<file path="config.mk">
export PLATFORM = sky130hd
export DESIGN_NAME = alu_op_encoder
export DESIGN_NICKNAME = d
export VERILOG_FILES = /design/src/rtl/alu_op_encoder.sv
export SDC_FILE = /design/constraint.sdc
export NUM_CORES = 1
export LEC_CHECK = 0
export BUFFER_PORTS_ARGS = -buffer_cell sky130_fd_sc_hd__buf_2
export CORE_ASPECT_RATIO = 1.25
export CORE_MARGIN = 3
export CORE_UTILIZATION = 48
export DETAILED_ROUTE_END_ITERATION = 7
export PLACE_DENSITY = 0.84
export SLEW_MARGIN = 40
export SYNTH_ARGS = -nofsm -noshare
export SYNTH_HDL_FRONTEND = slang
export SYNTH_SLANG_ARGS = --single-unit
</file>
<file path="constraint.sdc">
create_clock -name clk -period 2 [get_ports clk]
set_input_delay 0 -clock clk [delete_from_list [all_inputs] [get_ports clk]]
set_output_delay 0 -clock clk [all_outputs]
set_load 0.01 [all_outputs]
</file>
<file path="src/rtl/alu_op_encoder.sv">
// alu_op_encoder
// ID/EX-stage ALU control encoder and pipeline register.
// Decodes a MIPS32 instruction word into the 4-bit ALU operation code plus
// operand-select, trap, write-back and validity controls, registered with
// stall/flush handling and a saturating counter of unsupported instructions.
//
// Optional feature: define ALU_VARSHIFT_EN to accept the variable shifts
// sllv (fn 0x04) and srlv (fn 0x06); without it those encodings are illegal.

module alu_op_encoder (
    input  logic        clk,
    input  logic        rst,
    input  logic [31:0] instr,
    input  logic        in_valid,
    input  logic        stall,
    input  logic        flush,
    output logic [3:0]  alu_con,
    output logic        alu_src_imm,
    output logic        shamt_sel,
    output logic [31:0] imm_ext,
    output logic        ov_trap_en,
    output logic [4:0]  reg_dst,
    output logic        reg_write,
    output logic        out_valid,
    output logic        illegal,
    output logic [7:0]  illegal_cnt
);

    // ALU operation codes seen by the execute stage
    localparam logic [3:0] ALU_ADD  = 4'h0;
    localparam logic [3:0] ALU_SUB  = 4'h1;
    localparam logic [3:0] ALU_AND  = 4'h2;
    localparam logic [3:0] ALU_OR   = 4'h3;
    localparam logic [3:0] ALU_XOR  = 4'h4;
    localparam logic [3:0] ALU_NOR  = 4'h5;
    localparam logic [3:0] ALU_SLL  = 4'h6;
    localparam logic [3:0] ALU_SRL  = 4'h7;
    localparam logic [3:0] ALU_ADDU = 4'hE;
    localparam logic [3:0] ALU_SUBU = 4'hF;

    // Primary opcodes
    localparam logic [5:0] OP_RTYPE = 6'h00;
    localparam logic [5:0] OP_BEQ   = 6'h04;
    localparam logic [5:0] OP_BNE   = 6'h05;
    localparam logic [5:0] OP_ADDI  = 6'h08;
    localparam logic [5:0] OP_ADDIU = 6'h09;
    localparam logic [5:0] OP_ANDI  = 6'h0C;
    localparam logic [5:0] OP_ORI   = 6'h0D;
    localparam logic [5:0] OP_XORI  = 6'h0E;
    localparam logic [5:0] OP_LW    = 6'h23;
    localparam logic [5:0] OP_SW    = 6'h2B;

    // R-type function codes
    localparam logic [5:0] FN_SLL   = 6'h00;
    localparam logic [5:0] FN_SRL   = 6'h02;
`ifdef ALU_VARSHIFT_EN
    localparam logic [5:0] FN_SLLV  = 6'h04;
    localparam logic [5:0] FN_SRLV  = 6'h06;
`endif
    localparam logic [5:0] FN_ADD   = 6'h20;
    localparam logic [5:0] FN_ADDU  = 6'h21;
    localparam logic [5:0] FN_SUB   = 6'h22;
    localparam logic [5:0] FN_SUBU  = 6'h23;
    localparam logic [5:0] FN_AND   = 6'h24;
    localparam logic [5:0] FN_OR    = 6'h25;
    localparam logic [5:0] FN_XOR   = 6'h26;
    localparam logic [5:0] FN_NOR   = 6'h27;

    // Instruction fields
    logic [5:0]  w_op;
    logic [4:0]  w_rt;
    logic [4:0]  w_rd;
    logic [4:0]  w_sh;
    logic [5:0]  w_fn;
    logic [31:0] w_sext;
    logic [31:0] w_zext;
    logic        w_unused_rs;

    assign w_op   = instr[31:26];
    assign w_rt   = instr[20:16];
    assign w_rd   = instr[15:11];
    assign w_sh   = instr[10:6];
    assign w_fn   = instr[5:0];
    assign w_sext = {{16{instr[15]}}, instr[15:0]};
    assign w_zext = {16'h0000, instr[15:0]};
    // rs selects a register-file read port upstream; it does not steer any control here
    assign w_unused_rs = ^instr[25:21];

    // Decoded (unregistered) controls
    logic        w_legal;
    logic [3:0]  w_con;
    logic        w_src_imm;
    logic        w_shamt_sel;
    logic [31:0] w_imm;
    logic        w_trap;
    logic [4:0]  w_dst;
    logic        w_writes;
    logic        w_reg_write;

    // Combinational decode of the incoming instruction word
    always_comb begin
        w_legal     = 1'b0;
        w_con       = 4'h0;
        w_src_imm   = 1'b0;
        w_shamt_sel = 1'b0;
        w_imm       = 32'h0;
        w_trap      = 1'b0;
        w_dst       = 5'd0;
        w_writes    = 1'b0;
        case (w_op)
            OP_RTYPE: begin
                case (w_fn)
                    FN_ADD:  begin w_legal = 1'b1; w_con = ALU_ADD;  w_trap = 1'b1; end
                    FN_ADDU: begin w_legal = 1'b1; w_con = ALU_ADDU; end
                    FN_SUB:  begin w_legal = 1'b1; w_con = ALU_SUB;  w_trap = 1'b1; end
                    FN_SUBU: begin w_legal = 1'b1; w_con = ALU_SUBU; end
                    FN_AND:  begin w_legal = 1'b1; w_con = ALU_AND;  end
                    FN_OR:   begin w_legal = 1'b1; w_con = ALU_OR;   end
                    FN_XOR:  begin w_legal = 1'b1; w_con = ALU_XOR;  end
                    FN_NOR:  begin w_legal = 1'b1; w_con = ALU_NOR;  end
                    FN_SLL: begin
                        w_legal     = 1'b1;
                        w_con       = ALU_SLL;
                        w_shamt_sel = 1'b1;
                        w_imm       = {27'h0, w_sh};
                    end
                    FN_SRL: begin
                        w_legal     = 1'b1;
                        w_con       = ALU_SRL;
                        w_shamt_sel = 1'b1;
                        w_imm       = {27'h0, w_sh};
                    end
`ifdef ALU_VARSHIFT_EN
                    // Variable shifts take the amount from rs, so no immediate
                    FN_SLLV: begin w_legal = 1'b1; w_con = ALU_SLL; end
                    FN_SRLV: begin w_legal = 1'b1; w_con = ALU_SRL; end
`endif
                    default: begin end
                endcase
                if (w_legal) begin
                    w_dst    = w_rd;
                    w_writes = 1'b1;
                end
            end
            OP_ADDI: begin
                w_legal = 1'b1; w_con = ALU_ADD; w_src_imm = 1'b1;
                w_imm = w_sext; w_trap = 1'b1; w_dst = w_rt; w_writes = 1'b1;
            end
            OP_ADDIU: begin
                w_legal = 1'b1; w_con = ALU_ADDU; w_src_imm = 1'b1;
                w_imm = w_sext; w_dst = w_rt; w_writes = 1'b1;
            end
            OP_ANDI: begin
                w_legal = 1'b1; w_con = ALU_AND; w_src_imm = 1'b1;
                w_imm = w_zext; w_dst = w_rt; w_writes = 1'b1;
            end
            OP_ORI: begin
                w_legal = 1'b1; w_con = ALU_OR; w_src_imm = 1'b1;
                w_imm = w_zext; w_dst = w_rt; w_writes = 1'b1;
            end
            OP_XORI: begin
                w_legal = 1'b1; w_con = ALU_XOR; w_src_imm = 1'b1;
                w_imm = w_zext; w_dst = w_rt; w_writes = 1'b1;
            end
            OP_LW: begin
                w_legal = 1'b1; w_con = ALU_ADDU; w_src_imm = 1'b1;
                w_imm = w_sext; w_dst = w_rt; w_writes = 1'b1;
            end
            OP_SW: begin
                // Address add only; the store never writes the register file
                w_legal = 1'b1; w_con = ALU_ADDU; w_src_imm = 1'b1;
                w_imm = w_sext; w_dst = w_rt;
            end
            OP_BEQ, OP_BNE: begin
                // Comparison by subtraction of rs and rt; the offset is passed
                // along sign-extended for the branch-target adder
                w_legal = 1'b1; w_con = ALU_SUBU; w_imm = w_sext;
            end
            default: begin end
        endcase
    end

    // Writing $0 is architecturally a no-op, so suppress the write-back
    assign w_reg_write = w_writes & (w_dst != 5'd0);

    // Registered slot
    logic [3:0]  r_con;
    logic        r_src_imm;
    logic        r_shamt_sel;
    logic [31:0] r_imm;
    logic        r_trap;
    logic [4:0]  r_dst;
    logic        r_reg_write;
    logic        r_valid;
    logic        r_illegal;
    logic [7:0]  r_illegal_cnt;

    // Next slot contents
    logic [3:0]  w_nxt_con;
    logic        w_nxt_src_imm;
    logic        w_nxt_shamt_sel;
    logic [31:0] w_nxt_imm;
    logic        w_nxt_trap;
    logic [4:0]  w_nxt_dst;
    logic        w_nxt_reg_write;
    logic        w_nxt_valid;
    logic        w_nxt_illegal;
    logic        w_cnt_inc;

    // Slot update priority: flush squashes, stall holds, otherwise load decode or bubble
    always_comb begin
        w_nxt_con       = 4'h0;
        w_nxt_src_imm   = 1'b0;
        w_nxt_shamt_sel = 1'b0;
        w_nxt_imm       = 32'h0;
        w_nxt_trap      = 1'b0;
        w_nxt_dst       = 5'd0;
        w_nxt_reg_write = 1'b0;
        w_nxt_valid     = 1'b0;
        w_nxt_illegal   = 1'b0;
        if (flush) begin
            // all-zero slot
        end else if (stall) begin
            w_nxt_con       = r_con;
            w_nxt_src_imm   = r_src_imm;
            w_nxt_shamt_sel = r_shamt_sel;
            w_nxt_imm       = r_imm;
            w_nxt_trap      = r_trap;
            w_nxt_dst       = r_dst;
            w_nxt_reg_write = r_reg_write;
            w_nxt_valid     = r_valid;
            w_nxt_illegal   = r_illegal;
        end else if (in_valid) begin
            if (w_legal) begin
                w_nxt_con       = w_con;
                w_nxt_src_imm   = w_src_imm;
                w_nxt_shamt_sel = w_shamt_sel;
                w_nxt_imm       = w_imm;
                w_nxt_trap      = w_trap;
                w_nxt_dst       = w_dst;
                w_nxt_reg_write = w_reg_write;
                w_nxt_valid     = 1'b1;
            end else begin
                w_nxt_illegal   = 1'b1;
            end
        end
    end

    // Only a genuine load of an unsupported instruction is counted
    assign w_cnt_inc = in_valid & ~w_legal & ~stall & ~flush;

    // ID/EX control register with asynchronous clear
    always_ff @(posedge clk or posedge rst) begin
        if (rst) begin
            r_con       <= 4'h0;
            r_src_imm   <= 1'b0;
            r_shamt_sel <= 1'b0;
            r_imm       <= 32'h0;
            r_trap      <= 1'b0;
            r_dst       <= 5'd0;
            r_reg_write <= 1'b0;
            r_valid     <= 1'b0;
            r_illegal   <= 1'b0;
        end else begin
            r_con       <= w_nxt_con;
            r_src_imm   <= w_nxt_src_imm;
            r_shamt_sel <= w_nxt_shamt_sel;
            r_imm       <= w_nxt_imm;
            r_trap      <= w_nxt_trap;
            r_dst       <= w_nxt_dst;
            r_reg_write <= w_nxt_reg_write;
            r_valid     <= w_nxt_valid;
            r_illegal   <= w_nxt_illegal;
        end
    end

    // Saturating count of illegal-instruction loads
    always_ff @(posedge clk or posedge rst) begin
        if (rst) begin
            r_illegal_cnt <= 8'h00;
        end else if (w_cnt_inc && (r_illegal_cnt != 8'hFF)) begin
            r_illegal_cnt <= r_illegal_cnt + 8'h01;
        end
    end

    assign alu_con     = r_con;
    assign alu_src_imm = r_src_imm;
    assign shamt_sel   = r_shamt_sel;
    assign imm_ext     = r_imm;
    assign ov_trap_en  = r_trap;
    assign reg_dst     = r_dst;
    assign reg_write   = r_reg_write;
    assign out_valid   = r_valid;
    assign illegal     = r_illegal;
    assign illegal_cnt = r_illegal_cnt;

endmodule

</file>
-- Yosys cells after proc, flatten, opt, wreduce, memory -nomap -nowiden
Index checks and enable logic that the tools add are counted.
- register bits after elaboration: 55
- bits of input ports: 37
- output and inout bits: 55
- word-level logic and storage cells: 104
- add/sub/neg operators: 1
- equal/unequal tests: 20
- muxes and demuxes: 52
- bitwise logic cells: 7
- reduce and logical (&&, ||, !) cells: 14
- operators by type and width (operator ; number):
    $mux 32 ; 4
    $pmux 32 s3 ; 1
    $eq 6x6->1 const B ; 10
    $pmux 4 s9 ; 1
    $mux 1 ; 31
    $eq 6x4->1 const B ; 5
    $mux 5 ; 6
    $pmux 4 s6 ; 1
    $mux 4 ; 4
    $eq 6x3->1 const B ; 2
    $logic_not 6->1 ; 2
    $reduce_or 6->1 ; 2
    $pmux 5 s2 ; 1
    $reduce_or 10->1 ; 1
    $reduce_or 9->1 ; 1
    $add 8x1->8 const B ; 1
    $ne 8x8->1 const B ; 1
    $reduce_or 7->1 ; 1
    $eq 6x2->1 const B ; 1
    $pmux 1 s2 ; 3
    $reduce_or 2->1 ; 3
    $reduce_or 3->1 ; 2
    $reduce_bool 5->1 ; 1
    $and 1x1->1 ; 4
    3 further kinds ; 5

-- Longest topological paths before layout
Gate-level depths: netlist (run 1).
- depth in word-level cells: 12
- depth in mapped cells: 6
- mapped depth without buffers: 5

-- Worst setup path after synthesis (run 1)
No wires, ideal clock.
- path kind: register -> register
- start point: register r_illegal_cnt[6], in the netlist illegal_cnt[6]
- end point: register r_illegal_cnt[1], in the netlist illegal_cnt[1]
- setup time: 0.128 ns
- arrival time: 1.320 ns
- required time: 1.872 ns
- path slack: 0.552 ns
- stages on the path, launching flop included: 5
- buffers on the path: 0
- period minus slack after synthesis: 1.448 ns
- cell sequence: dfrtp_1 > and4_1 > a41o_1 > nor2_2 > mux2_1
- cells in the longest elaborated chain, start to end: 2
- RTL lines (element ; RTL line ; text):
    start, declared ; 196 ; logic [7:0] r_illegal_cnt;
    start signal, assigned ; 282 ; r_illegal_cnt <= r_illegal_cnt + 8'h01;
    $ne 8x8->1 ; 281 ; end else if (w_cnt_inc && (r_illegal_cnt != 8'hFF)) begin
    $logic_and 1x1->1 ; 281 ;
No other way between the ends.
A chain may end at the register's enable or synchronous reset.

-- Worst setup path in the final report (run 1)
- start point: input instr[3]
- end point: register r_imm[3], in the netlist imm_ext[3]
- cells in the longest elaborated chain, start to end: 9
- elaborated cells between the ends (all ways): 21
- classes of those cells: eq/ne (9); mux (9); reduce/logical (3)
- RTL lines (element ; RTL line ; text):
    start, declared ; 13 ; input logic [31:0] instr,
    $eq 6x6->1 (tied with other cells) ; 112 ; case (w_fn)
    $reduce_or 10->1 (no source line) ; n/a ;
    $mux 1 ; 112 ;
    $mux 1 ; 110 ; case (w_op)
    $pmux 1 s2 ; 110 ;
    $mux 32 (*) ; 234 ; if (w_legal) begin
    $mux 32 (*) ; 233 ; end else if (in_valid) begin
    $mux 32 (*) ; 223 ; end else if (stall) begin
    $mux 32 (*) ; 221 ; if (flush) begin
    end signal, assigned ; 268 ; r_imm <= w_nxt_imm;
    end, declared ; 190 ; logic [31:0] r_imm;
Every way passes the cells marked *; elsewhere a longest branch is shown, timed or not. The select of a mux whose other input is x is not followed.

==> results of run 1 <==
## area by class of cell
cell class / instances / area (µm²) / area share, %
Timing Repair Buffer: 104 / 606 / 21.5
Tap cell: 56 / 70.1 / 2.49
Clock inverter: 2 / 38.8 / 1.38
Clock buffer: 6 / 82.6 / 2.94
Inverter: 9 / 33.8 / 1.20
Multi-Input combinational cell: 140 / 980 / 34.8
Sequential cell: 40 / 1000 / 35.6
## worst reg2reg max path, stage by stage (launching register included)
cell and delay (ns):
sky130_fd_sc_hd__dfrtp_1 0.42, sky130_fd_sc_hd__and4_1 0.25, sky130_fd_sc_hd__a311oi_1 0.35, sky130_fd_sc_hd__o211ai_1 0.24, sky130_fd_sc_hd__nor2_1 0.16, sky130_fd_sc_hd__xor2_1 0.16
## sequential cells by signal, summed over array words and instances, names as in the netlist
register / count
alu_con: 4
alu_src_imm: 1
reg_write: 1
ov_trap_en: 1
reg_dst: 5
shamt_sel: 1
out_valid: 1
illegal_cnt: 8
imm_ext: 17
illegal: 1
## stage by stage
step                cell area (µm²)  setup slack [ns]  hold WS [ns]
floorplan                      2190             0.552         0.140
global placement               2520             0.238         0.141
detailed placement             2530             0.373         0.144
CTS                            2800             0.335       0.00179
global route                   2810             0.150        0.0313
finish                         2810             0.247       0.00900
## per-layer routing
layer | wire [µm] | vias to the layer above | GRT usage, %
met5 | 0 | - | 0
met4 | 106 | 0 | 6.91
met3 | 439 | 14 | 4.92
met2 | 2880 | 105 | 36.1
met1 | 2120 | 929 | 27.2
li1 | - | 955 | -
## logic make-up after synthesis
family                     count (synthesis)  share of synthesized area, %
AOI/OAI and AO/OA                         65                          23.1
xor gates and xnor gates                   7                          2.80
adders and majority gates                  1                         0.570
buffers and inverters                     37                          10.1
DFF                                       40                          45.6
muxes                                      1                         0.513
and+or+nand+nor                           66                          17.3
## worst max path at each step
stage                     cells past startpoint  slack (ns)           start             end
after global routing                          7        0.15        instr[3]      imm_ext[1]
final                                         7        0.25        instr[3]      imm_ext[3]
after CTS                                     7        0.34        instr[3]      imm_ext[2]
after floorplan                               4        0.55  illegal_cnt[6]  illegal_cnt[1]
after detailed placement                      6        0.37       instr[31]  illegal_cnt[1]
after global placement                        5        0.24           flush      imm_ext[2]
## placed cells by master (no fill, tap or decap), types with 2 or more instances in the layout
| cell | n |
|---|---|
| sky130_fd_sc_hd__nor3_2 | 3 |
| sky130_fd_sc_hd__buf_4 | 2 |
| sky130_fd_sc_hd__nand3_1 | 5 |
| sky130_fd_sc_hd__dlygate4sd3_1 | 16 |
| sky130_fd_sc_hd__o31ai_1 | 2 |
| sky130_fd_sc_hd__dfrtp_1 | 40 |
| sky130_fd_sc_hd__xor2_1 | 6 |
| sky130_fd_sc_hd__o21ai_0 | 4 |
| sky130_fd_sc_hd__nand2_1 | 22 |
| sky130_fd_sc_hd__buf_2 | 86 |
| sky130_fd_sc_hd__o22ai_1 | 3 |
| sky130_fd_sc_hd__a41o_1 | 2 |
| sky130_fd_sc_hd__a311oi_1 | 2 |
| sky130_fd_sc_hd__a222oi_1 | 5 |
| sky130_fd_sc_hd__nor3_1 | 3 |
| sky130_fd_sc_hd__clkbuf_8 | 6 |
| sky130_fd_sc_hd__a22oi_1 | 5 |
| sky130_fd_sc_hd__nor2_1 | 12 |
| sky130_fd_sc_hd__a21o_1 | 2 |
| sky130_fd_sc_hd__inv_1 | 9 |
| sky130_fd_sc_hd__a22o_1 | 14 |
| sky130_fd_sc_hd__and3_1 | 3 |
| sky130_fd_sc_hd__o21ai_1 | 8 |
| sky130_fd_sc_hd__a21oi_1 | 8 |
## where the power goes
part	leakage, nW	internal (mW)	switching, mW
combinational	0.892	0.154	0.192
sequential	0.550	0.860	0.0662
clock	0.0614	0.408	0.290
## repair_timing
action,CTS,global route
gates resized for setup,0,0
hold buffers,15,1
setup buffers,0,0
hold endpoints to repair,56,1
==> impl_summary.log, run 1 <==
INFO  metric max_stage_delay = 0.55 ns
INFO  metric drv_slew = 0
INFO  metric cellPowerDensity = between 700 and 800 mW/mm²
INFO  metric timing.final.hold_violations = 0
INFO  metric post-synth-top-area-fraction = between 40% and 50%
INFO  metric cp_data_required_time = roughly 2.2 ns
INFO  metric finalWeightedCongestion = around 0.9
INFO  metric fin_cells = around 360
INFO  metric synthArstFlopShare = 100%
INFO  metric layout-drive-gt1-share = between 30 and 40%
INFO  metric rsz0062_at_grt = no
INFO  metric num-nets-final = 338
INFO  metric critPathArrivalTime = slightly below 2 ns
INFO  metric dp.cells = about 330
INFO  metric grt_overflow_total = 0
INFO  metric die_height = between 80 and 90 µm
INFO  metric top_level_ports = 92
INFO  metric power_leakage = around 1.5 nW
INFO  metric yosys.area.top_type = sky130_fd_sc_hd__dfrtp_1
INFO  metric worst_r2r_endpoint = illegal_cnt[7]
INFO  metric crit_slowest_cell = sky130_fd_sc_hd__dlygate4sd3_1
INFO  metric worstPathCellList = dlygate4sd3_1, buf_2, nor2_1, nand3_1, nor3_2, a222oi_1, inv_1
INFO  metric cts_inserted_buffers = 5
INFO  metric period_share = between 80% and 90%
INFO  metric crit_path_start_kind = input pin
INFO  metric worstHoldPathCells = 3
INFO  metric slew-limit-headroom = 57.7%
INFO  metric clock_tree.buffer_depth = 2
INFO  metric layout_min_cycle_time = approximately 1.8 ns
INFO  metric worst-setup-path-type = input pin to flip-flop
INFO  metric final_core_util = between 60% and 70%
INFO  metric reg2reg_setup_slack = between 0.3 and 0.4 ns
INFO  metric number_of_enable_type_register_cells_in_the_synthesized_netlist = 0
INFO  metric synth_cell_type_count = 54
INFO  metric synthCells = around 220
INFO  metric grtUsageTotal = between 20% and 30%
INFO  metric worstSetupEndpointType = flip-flop
INFO  metric setup_tns = 0 ns
INFO  metric setup_viol_count_final = 0
INFO  metric h_tree_level_count = 2
INFO  metric fp.dieArea = between 0.005 and 0.006 mm²
INFO  metric routed_wirelength = 5540 µm
INFO  metric synth.area.top_cells = sky130_fd_sc_hd__dfrtp_1 (46%), sky130_fd_sc_hd__buf_4 (5.8%), sky130_fd_sc_hd__a22o_1 (5.6%), sky130_fd_sc_hd__nand2_1 (3.8%), sky130_fd_sc_hd__xor2_1 (2.4%)
INFO  metric worst_hold_path_type = input pin to flip-flop
INFO  metric tritoncts = done
INFO  metric antenna_violating_nets_remaining = 0
INFO  metric row_count = 26
INFO  metric primary_ff_master_synth = sky130_fd_sc_hd__dfrtp_1
INFO  metric ys_seq_area_share = a little under half
INFO  metric syn_avg_cell_area = 10.1 µm²
INFO  metric wl_per_cell = roughly 16 µm
INFO  metric synth_common_cells = sky130_fd_sc_hd__dfrtp_1 (40), sky130_fd_sc_hd__nand2_1 (22), sky130_fd_sc_hd__buf_4 (17)
INFO  metric drt_iter0_drc = ~210
INFO  metric timing.reg2reg.worst_path_depth = 5
INFO  metric critical_path.top_delay_family = simple AND/OR/NAND/NOR gates
INFO  metric r2r_start = illegal_cnt[6]
INFO  metric drcViolationCount = 0
INFO  metric chipWidth = about 66 µm
INFO  metric overall_power_after_layout = slightly below 2 mW
INFO  metric grt_max_degree = 41
INFO  metric design.core.area = about 0.0042 mm²
INFO  metric syn2layout_area_growth = 28.2%
INFO  metric synth.ff_latch_count = 40
INFO  metric clock-skew-final = 0.00234 ns
INFO  metric via_count = ~2000
INFO  metric grt_antenna_before_repair = 0
INFO  metric hold_start = instr[16]
INFO  metric post_drt_via_cell_ratio = between 5 and 6
INFO  metric crit_path_max_fanout = 6
INFO  metric clk_latency_worst_skew_pair = slightly below 0.3 ns
INFO  metric maxCapViolCount = 0
INFO  metric num_antenna_cells = 0
INFO  metric maximum_resistive_drop_on_vdd = between 300 and 400 µV
INFO  metric min_to = reg_dst[0]
INFO  metric synth.yosys.warnings = 0
INFO  metric run_status = finished, final reports clean
INFO  metric fillers = 345
INFO  metric io_buffers = 86
INFO  metric clock_transition_time_at_the_flip_flop_clock_pins_of_the_worst_setup_and_hold_paths = approximately 0.08 ns
INFO  metric postSynthNetCount = about 260
INFO  metric firstDrtPassIters = 8
INFO  metric max_freq = roughly 0.57 GHz
INFO  metric grt_pass1_wl = a little under 9000 µm
INFO  metric floorplan.initialDensity = 51.9%
INFO  metric synth.cell_area = ~0.0022 mm²
INFO  metric tritoncts_num_sinks = 40
INFO  metric detailedPlacementHpwl = about 3900 µm
INFO  metric ctsRootBufferMaster = sky130_fd_sc_hd__clkbuf_8
INFO  metric yosys.cell_count.top_type = sky130_fd_sc_hd__dfrtp_1
INFO  metric first_global_vias = approximately 1800
INFO  metric worst-slew-pin-transition = between 0.6 and 0.7 ns
INFO  metric worstPathBufferInverterCount = 3
No activity file was read; power rests on OpenSTA's default activity.
==> run 2: changes to the inputs <==
RECOVER_POWER = 100   (was unset)
==> run 2 against run 1 <==
  * Clock power about the same
  * Non-clock buffer count unchanged
  * Power shrank 1.0%
  * Fmax decreased by 3.4%
  * Clock skew down 0.0018 ns
  * Routed wire length rose by 1.7%
  * Hold slack better by 0.014 ns
  * Critical path depth unchanged
  * Register-to-register slack is essentially flat
  * Sequential share of layout area rose by 1.4 points
  * Critical path type unchanged
==> impl_summary.log, run 2 (same netlist as run 1, synthesis figures left out) <==
INFO  metric die_height = 81.6 µm
INFO  metric worst-setup-path-type = input pin to flip-flop
INFO  metric grtUsageTotal = between 20% and 30%
INFO  metric first_global_vias = 1791
INFO  metric hold_slack = approximately 0.023 ns
INFO  metric timing.final.hold_violations = 0
INFO  metric floorplan.initialDensity = 51.9%
INFO  metric maxCapViolCount = 0
INFO  metric final_core_util = 63.9%
INFO  metric worst_r2r_endpoint = illegal_cnt[7]
INFO  metric drv_slew = 0
INFO  metric reg2reg_setup_slack = between 0.3 and 0.4 ns
INFO  metric via_count = approximately 2000
INFO  metric setup_tns = 0 ns
INFO  metric num-nets-final = around 340
INFO  metric pwr-share-seq = 47.6%
INFO  metric clock_transition_time_at_the_flip_flop_clock_pins_of_the_worst_setup_and_hold_paths = 0.08 ns
INFO  metric clock-skew-final = 0.000585 ns
INFO  metric overall_power_after_layout = just under 2 mW
INFO  metric drcViolationCount = 0
INFO  metric min_to = reg_dst[0]
INFO  metric grt_max_degree = 41
INFO  metric tritoncts_num_sinks = 40
INFO  metric final.setup.worst_slack = 0.185 ns
INFO  metric dp.cells = around 330
INFO  metric rsz0062_at_grt = no
INFO  metric worstHoldPathCells = 3
INFO  metric period_share = around nine tenths
INFO  metric layout_min_cycle_time = between 1.5 and 2 ns
INFO  metric setup_viol_count_final = 0
INFO  metric cellPowerDensity = slightly above 700 mW/mm²
INFO  metric drt_iter0_drc = 193
INFO  metric grt_antenna_before_repair = 0
INFO  metric power_leakage = 1.26 nW
INFO  metric post_drt_via_cell_ratio = ~5.6
INFO  metric fp.dieArea = around 0.0054 mm²
INFO  metric fin_cells = 357
INFO  metric worstSetupEndpointType = flip-flop
INFO  metric worst_hold_path_type = input pin to flip-flop
INFO  metric detailedPlacementHpwl = between 3000 and 4000 µm
INFO  metric switching_power = 0.545 mW
INFO  metric cts_setup_buffers = 0
INFO  metric final_common_cell = sky130_fd_sc_hd__clkbuf_1
INFO  metric grt_util_met3 = 4.92%
INFO  metric slew-limit-headroom = 33.0%
INFO  metric grt_pass1_wl = just under 9000 µm
INFO  metric final_design_area_no_fill = 0.00270 mm²
INFO  metric row_count = 26
INFO  metric pwr-share-comb = between 15 and 20%
INFO  metric num_antenna_cells = 0
INFO  metric layout.cells.most_common_list = sky130_fd_sc_hd__clkbuf_1 (57), sky130_fd_sc_hd__dfrtp_1 (40), sky130_fd_sc_hd__buf_2 (29)
INFO  metric run_status = finished, final reports clean
INFO  metric met2_resource_use_gr = between 30% and 40%
INFO  metric top_level_ports = 92
INFO  metric max_freq = between 0.5 and 0.6 GHz
INFO  metric internal-power = about 1.4 mW
INFO  metric detailedPlace.worstSlack = about 0.37 ns
INFO  metric io_buffers = 86
INFO  metric worst-slew-pin-transition = 1.00 ns
INFO  metric ctsRootBufferMaster = sky130_fd_sc_hd__clkbuf_8
INFO  metric met1_usage = between 20% and 30%
INFO  metric clk_latency_worst_skew_pair = 0.29 ns
INFO  metric grt.busiest_layer = met2
INFO  metric tritoncts = done
INFO  metric clock_tree.buffer_depth = 2
INFO  metric firstDrtPassIters = 5
INFO  metric placedInstanceArea = between 0.002 and 0.003 mm²
INFO  metric syn2layout_area_growth = 23.2%
INFO  metric cts_inserted_buffers = 5
INFO  metric crit_path_start_kind = input pin
INFO  metric fillers = between 300 and 400
INFO  metric antenna_violating_nets_remaining = 0
INFO  metric routed_wirelength = about 5600 µm
INFO  metric critPathArrivalTime = a little under 2 ns
INFO  metric h_tree_level_count = 2
INFO  metric timing.reg2reg.worst_path_depth = 5
INFO  metric finalWeightedCongestion = between 0.8 and 0.9
INFO  metric design.core.area = ~0.0042 mm²
INFO  metric r2r_start = illegal_cnt[4]
INFO  metric crit_path_max_fanout = 9
INFO  metric clockPowerShare = 35.8%
INFO  metric hold_start = instr[16]
INFO  metric layout-drive-gt1-share = 15.6%
INFO  metric grt_overflow_total = 0
INFO  metric maximum_resistive_drop_on_vdd = roughly 390 µV
INFO  metric wl_per_cell = 15.8 µm
INFO  metric largest_register_ffs = 17
INFO  metric cp_data_required_time = ~2.2 ns
INFO  metric switching_share = between 20% and 30%
INFO  metric chipWidth = approximately 66 µm
## run 2: cell type report
type | instances | area (µm²) | share of cell area (%)
clock buffers | 6 | 82.6 | 3.06
clock inverters | 2 | 38.8 | 1.44
inverters | 9 | 33.8 | 1.25
multi-input cells | 140 | 945 | 35.0
flip-flops and latches | 40 | 1000 | 37.0
well taps | 56 | 70.1 | 2.59
repair buffers | 104 | 532 | 19.7
## run 2: how the worst max path moves through the flow
stage / from / endpoint / slack [ns] / cells after the start
floorplan: illegal_cnt[6] / illegal_cnt[1] / 0.55 / 4
global placement: flush / imm_ext[2] / 0.24 / 5
detailed placement: instr[31] / illegal_cnt[1] / 0.37 / 6
CTS: instr[3] / imm_ext[2] / 0.34 / 7
global route: instr[3] / illegal_cnt[1] / 0.11 / 7
finish: instr[3] / illegal_cnt[1] / 0.19 / 7
## run 2: repair_timing
item,CTS,global route
gates resized for setup,0,0
hold buffers,15,1
endpoints found under the setup margin,0,0
hold endpoints to repair,56,1
## run 2: critical path, stage by stage
cell	delay [ns]
sky130_fd_sc_hd__dlygate4sd3_1	0.56
sky130_fd_sc_hd__clkbuf_1	0.13
sky130_fd_sc_hd__nor2_1	0.31
sky130_fd_sc_hd__o2111ai_1	0.33
sky130_fd_sc_hd__o21ai_4	0.22
sky130_fd_sc_hd__nor2_1	0.12
sky130_fd_sc_hd__mux2_1	0.32
## run 2: power groups by stage
stage               clock network (mW)  registers, mW  logic, mW
floorplan                            0          0.957      0.173
CTS                              0.706          0.925      0.347
finish                           0.698          0.928      0.325
global placement                     0          0.938      0.313
global route                     0.754          0.941      0.362
detailed placement                   0          0.941      0.323
## run 2: routing by layer
layer / share of wire, % / wire length (µm) / vias to the layer above
li1: - / - / 952
met1: 39 / 2230 / 940
met2: 51 / 2900 / 98
met3: 7.2 / 403 / 16
met4: 1.9 / 106 / 0
met5: 0 / 0 / -
==> run 3: changes to the inputs <==
CORE_UTILIZATION = 52   (was 48)
PLACE_DENSITY = 0.9   (was 0.84)
clock period = 2.25 ns   (was 2 ns; I/O delays follow)
==> run 3 against run 2 <==
  * Power shrank 19%
  * Final area fell by 1.9%
  * Non-clock buffer count decreased by 3
  * Sequential cell count did not move
  * Worst setup slack improved by 0.0025 ns
  * Hold slack lost 0.013 ns
  * Register-to-register slack gained 0.32 ns
  * Clock skew is 0.0041 ns higher
  * First-iteration DRC count rose by 10%
  * Critical path type unchanged
==> impl_summary.log, run 3 (same netlist as run 1, synthesis figures left out) <==
INFO  metric period_share = roughly nine tenths
INFO  metric timing.final.hold_violations = 0
INFO  metric num-nets-final = between 300 and 400
INFO  metric drcViolationCount = 0
INFO  metric ctsRootBufferMaster = sky130_fd_sc_hd__clkbuf_8
INFO  metric finalWeightedCongestion = just under 1
INFO  metric multi_input_gate_area_in_the_final_layout = 958 µm²
INFO  metric max_freq = ~0.48 GHz
INFO  metric cp_num_cells = 8
INFO  metric cts_setup_buffers = 0
INFO  metric layout.cells.most_common_list = sky130_fd_sc_hd__clkbuf_1 (57), sky130_fd_sc_hd__dfrtp_1 (40), sky130_fd_sc_hd__buf_2 (29)
INFO  metric critPathArrivalTime = around 2.3 ns
INFO  metric min_to = imm_ext[1]
INFO  metric grt_overflow_total = 0
INFO  metric wl_per_cell = 16.1 µm
INFO  metric fp.dieArea = slightly above 0.005 mm²
INFO  metric via_count = a little over 2000
INFO  metric worstHoldPathCells = 3
INFO  metric crit_path_start_kind = input pin
INFO  metric rsz0062_at_grt = no
INFO  metric cp_common_cell = sky130_fd_sc_hd__dlygate4sd3_1
INFO  metric row_count = 25
INFO  metric clock_transition_time_at_the_flip_flop_clock_pins_of_the_worst_setup_and_hold_paths = around 0.08 ns
INFO  metric crit_slowest_cell = sky130_fd_sc_hd__dlygate4sd3_1
INFO  metric tritoncts = done
INFO  metric detailedPlacementHpwl = about 4000 µm
INFO  metric first_global_vias = 1977
INFO  metric io_buffers = between 80 and 90
INFO  metric setup_tns = 0 ns
INFO  metric cts_inserted_buffers = 5
INFO  metric final_common_cell = sky130_fd_sc_hd__clkbuf_1
INFO  metric worstPathBufferInverterCount = 4
INFO  metric clk_latency_worst_skew_pair = 0.29 ns
INFO  metric fin_cells = between 300 and 400
INFO  metric layout_min_cycle_time = 2.06 ns
INFO  metric layout-drive-gt1-share = 15.8%
INFO  metric hold_start = instr[1]
INFO  metric dp.cells = about 330
INFO  metric maximum_resistive_drop_on_vdd = 417 µV
INFO  metric fillers = 337
INFO  metric r2r_start = illegal_cnt[6]
INFO  metric grt_max_degree = just over 40
INFO  metric firstDrtPassIters = 7
INFO  metric maxCapViolCount = 0
INFO  metric clock_tree.buffer_depth = 2
INFO  metric chipWidth = around 64 µm
INFO  metric register_area = 0.00100 mm²
INFO  metric post_drt_via_cell_ratio = between 5 and 6
INFO  metric grt_antenna_before_repair = 0
INFO  metric routed_wirelength = roughly 5700 µm
INFO  metric worstPathCellList = dlygate4sd3_1, clkbuf_1, nor2_1, nand3_1, nor3_4, a222oi_1, dlygate4sd3_1, inv_1
INFO  metric antenna_violating_nets_remaining = 0
INFO  metric drv_slew = 0
INFO  metric worst_r2r_endpoint = illegal_cnt[7]
INFO  metric num_antenna_cells = 0
INFO  metric timing.reg2reg.worst_path_depth = 5
INFO  metric max_stage_delay = approximately 0.6 ns
INFO  metric top_level_ports = approximately 90
INFO  metric worst-setup-path-type = input pin to flip-flop
INFO  metric drt_iter0_drc = ~210
INFO  metric grt_pass1_wl = around 9300 µm
INFO  metric syn2layout_area_growth = 20.8%
INFO  metric tritoncts_num_sinks = 40
INFO  metric slew-limit-headroom = roughly 36%
INFO  metric power_leakage = ~1.2 nW
INFO  metric crit_path_max_fanout = 6
INFO  metric worst-slew-pin-transition = about 0.96 ns
INFO  metric largest_register_ffs = 17
INFO  metric final_core_util = approximately two thirds
INFO  metric design.core.area = just under 0.004 mm²
INFO  metric h_tree_level_count = 2
INFO  metric run_status = finished, final reports clean
INFO  metric reg2reg_setup_slack = approximately 0.66 ns
INFO  metric worst_hold_path_type = input pin to flip-flop
INFO  metric die_height = 78.6 µm
INFO  metric overall_power_after_layout = around 1.6 mW
INFO  metric worstSetupEndpointType = flip-flop
INFO  metric grtUsageTotal = ~23%
INFO  metric floorplan.initialDensity = between 50% and 60%
INFO  metric critical_path.top_delay_family = buffers and inverters
INFO  metric setup_viol_count_final = 0
INFO  metric cp_data_required_time = between 2 and 2.5 ns
INFO  metric cellPowerDensity = just under 600 mW/mm²
INFO  metric clock-skew-final = around 0.0047 ns
INFO  metric hold_slack = 0.0102 ns
[run 3: layout make-up]
| type | instances | share of cell area, % |
|---|---|---|
| Clock buffer | 5 | 2.60 |
| Clock inverter | 3 | 0.708 |
| Sequential cell | 40 | 37.8 |
| Inverter | 9 | 1.27 |
| Timing Repair Buffer | 101 | 18.9 |
| Multi-Input combinational cell | 140 | 36.2 |
| Tap cell | 54 | 2.55 |
[run 3: metal layers]
layer / vias up / track usage (%) / routed length [µm]
met3: 18 / 4.15 / 465
met4: 0 / 8.03 / 108
met2: 112 / 40.4 / 2900
met1: 979 / 28.3 / 2200
met5: - / 0 / 0
li1: 948 / - / -
[run 3: power by group]
group	switching [mW]	internal [mW]
clock network	0.250	0.216
registers	0.0602	0.765
logic	0.168	0.116
[run 3: worst reg2reg max path, delay by kind of cell, from the launching register on]
kind            cells  cell delay, ns
compound gates      2            0.50
simple gates        2            0.42
flops               1            0.42
xor+xnor            1            0.17
[run 3: through the flow]
stage	setup slack, ns	area, µm²
global route	0.0636	2650
floorplan	0.802	2190
CTS	0.0766	2750
detailed placement	0.613	2530
global placement	0.479	2520
finish	0.188	2650
[run 3: worst max-delay path by stage]
stage | start | end
finish | instr[4] | imm_ext[3]
global route | instr[4] | imm_ext[3]
CTS | instr[4] | imm_ext[3]
detailed placement | instr[31] | illegal_cnt[1]
global placement | flush | imm_ext[2]
floorplan | illegal_cnt[6] | illegal_cnt[1]
[run 3: what timing repair did]
| item | in CTS | in global routing |
|---|---|---|
| endpoints found under the hold margin | 54 | 0 |
| endpoints found under the setup margin | 0 | 2 |
| resized for setup | 0 | 1 |
| hold buffers | 13 | 0 |
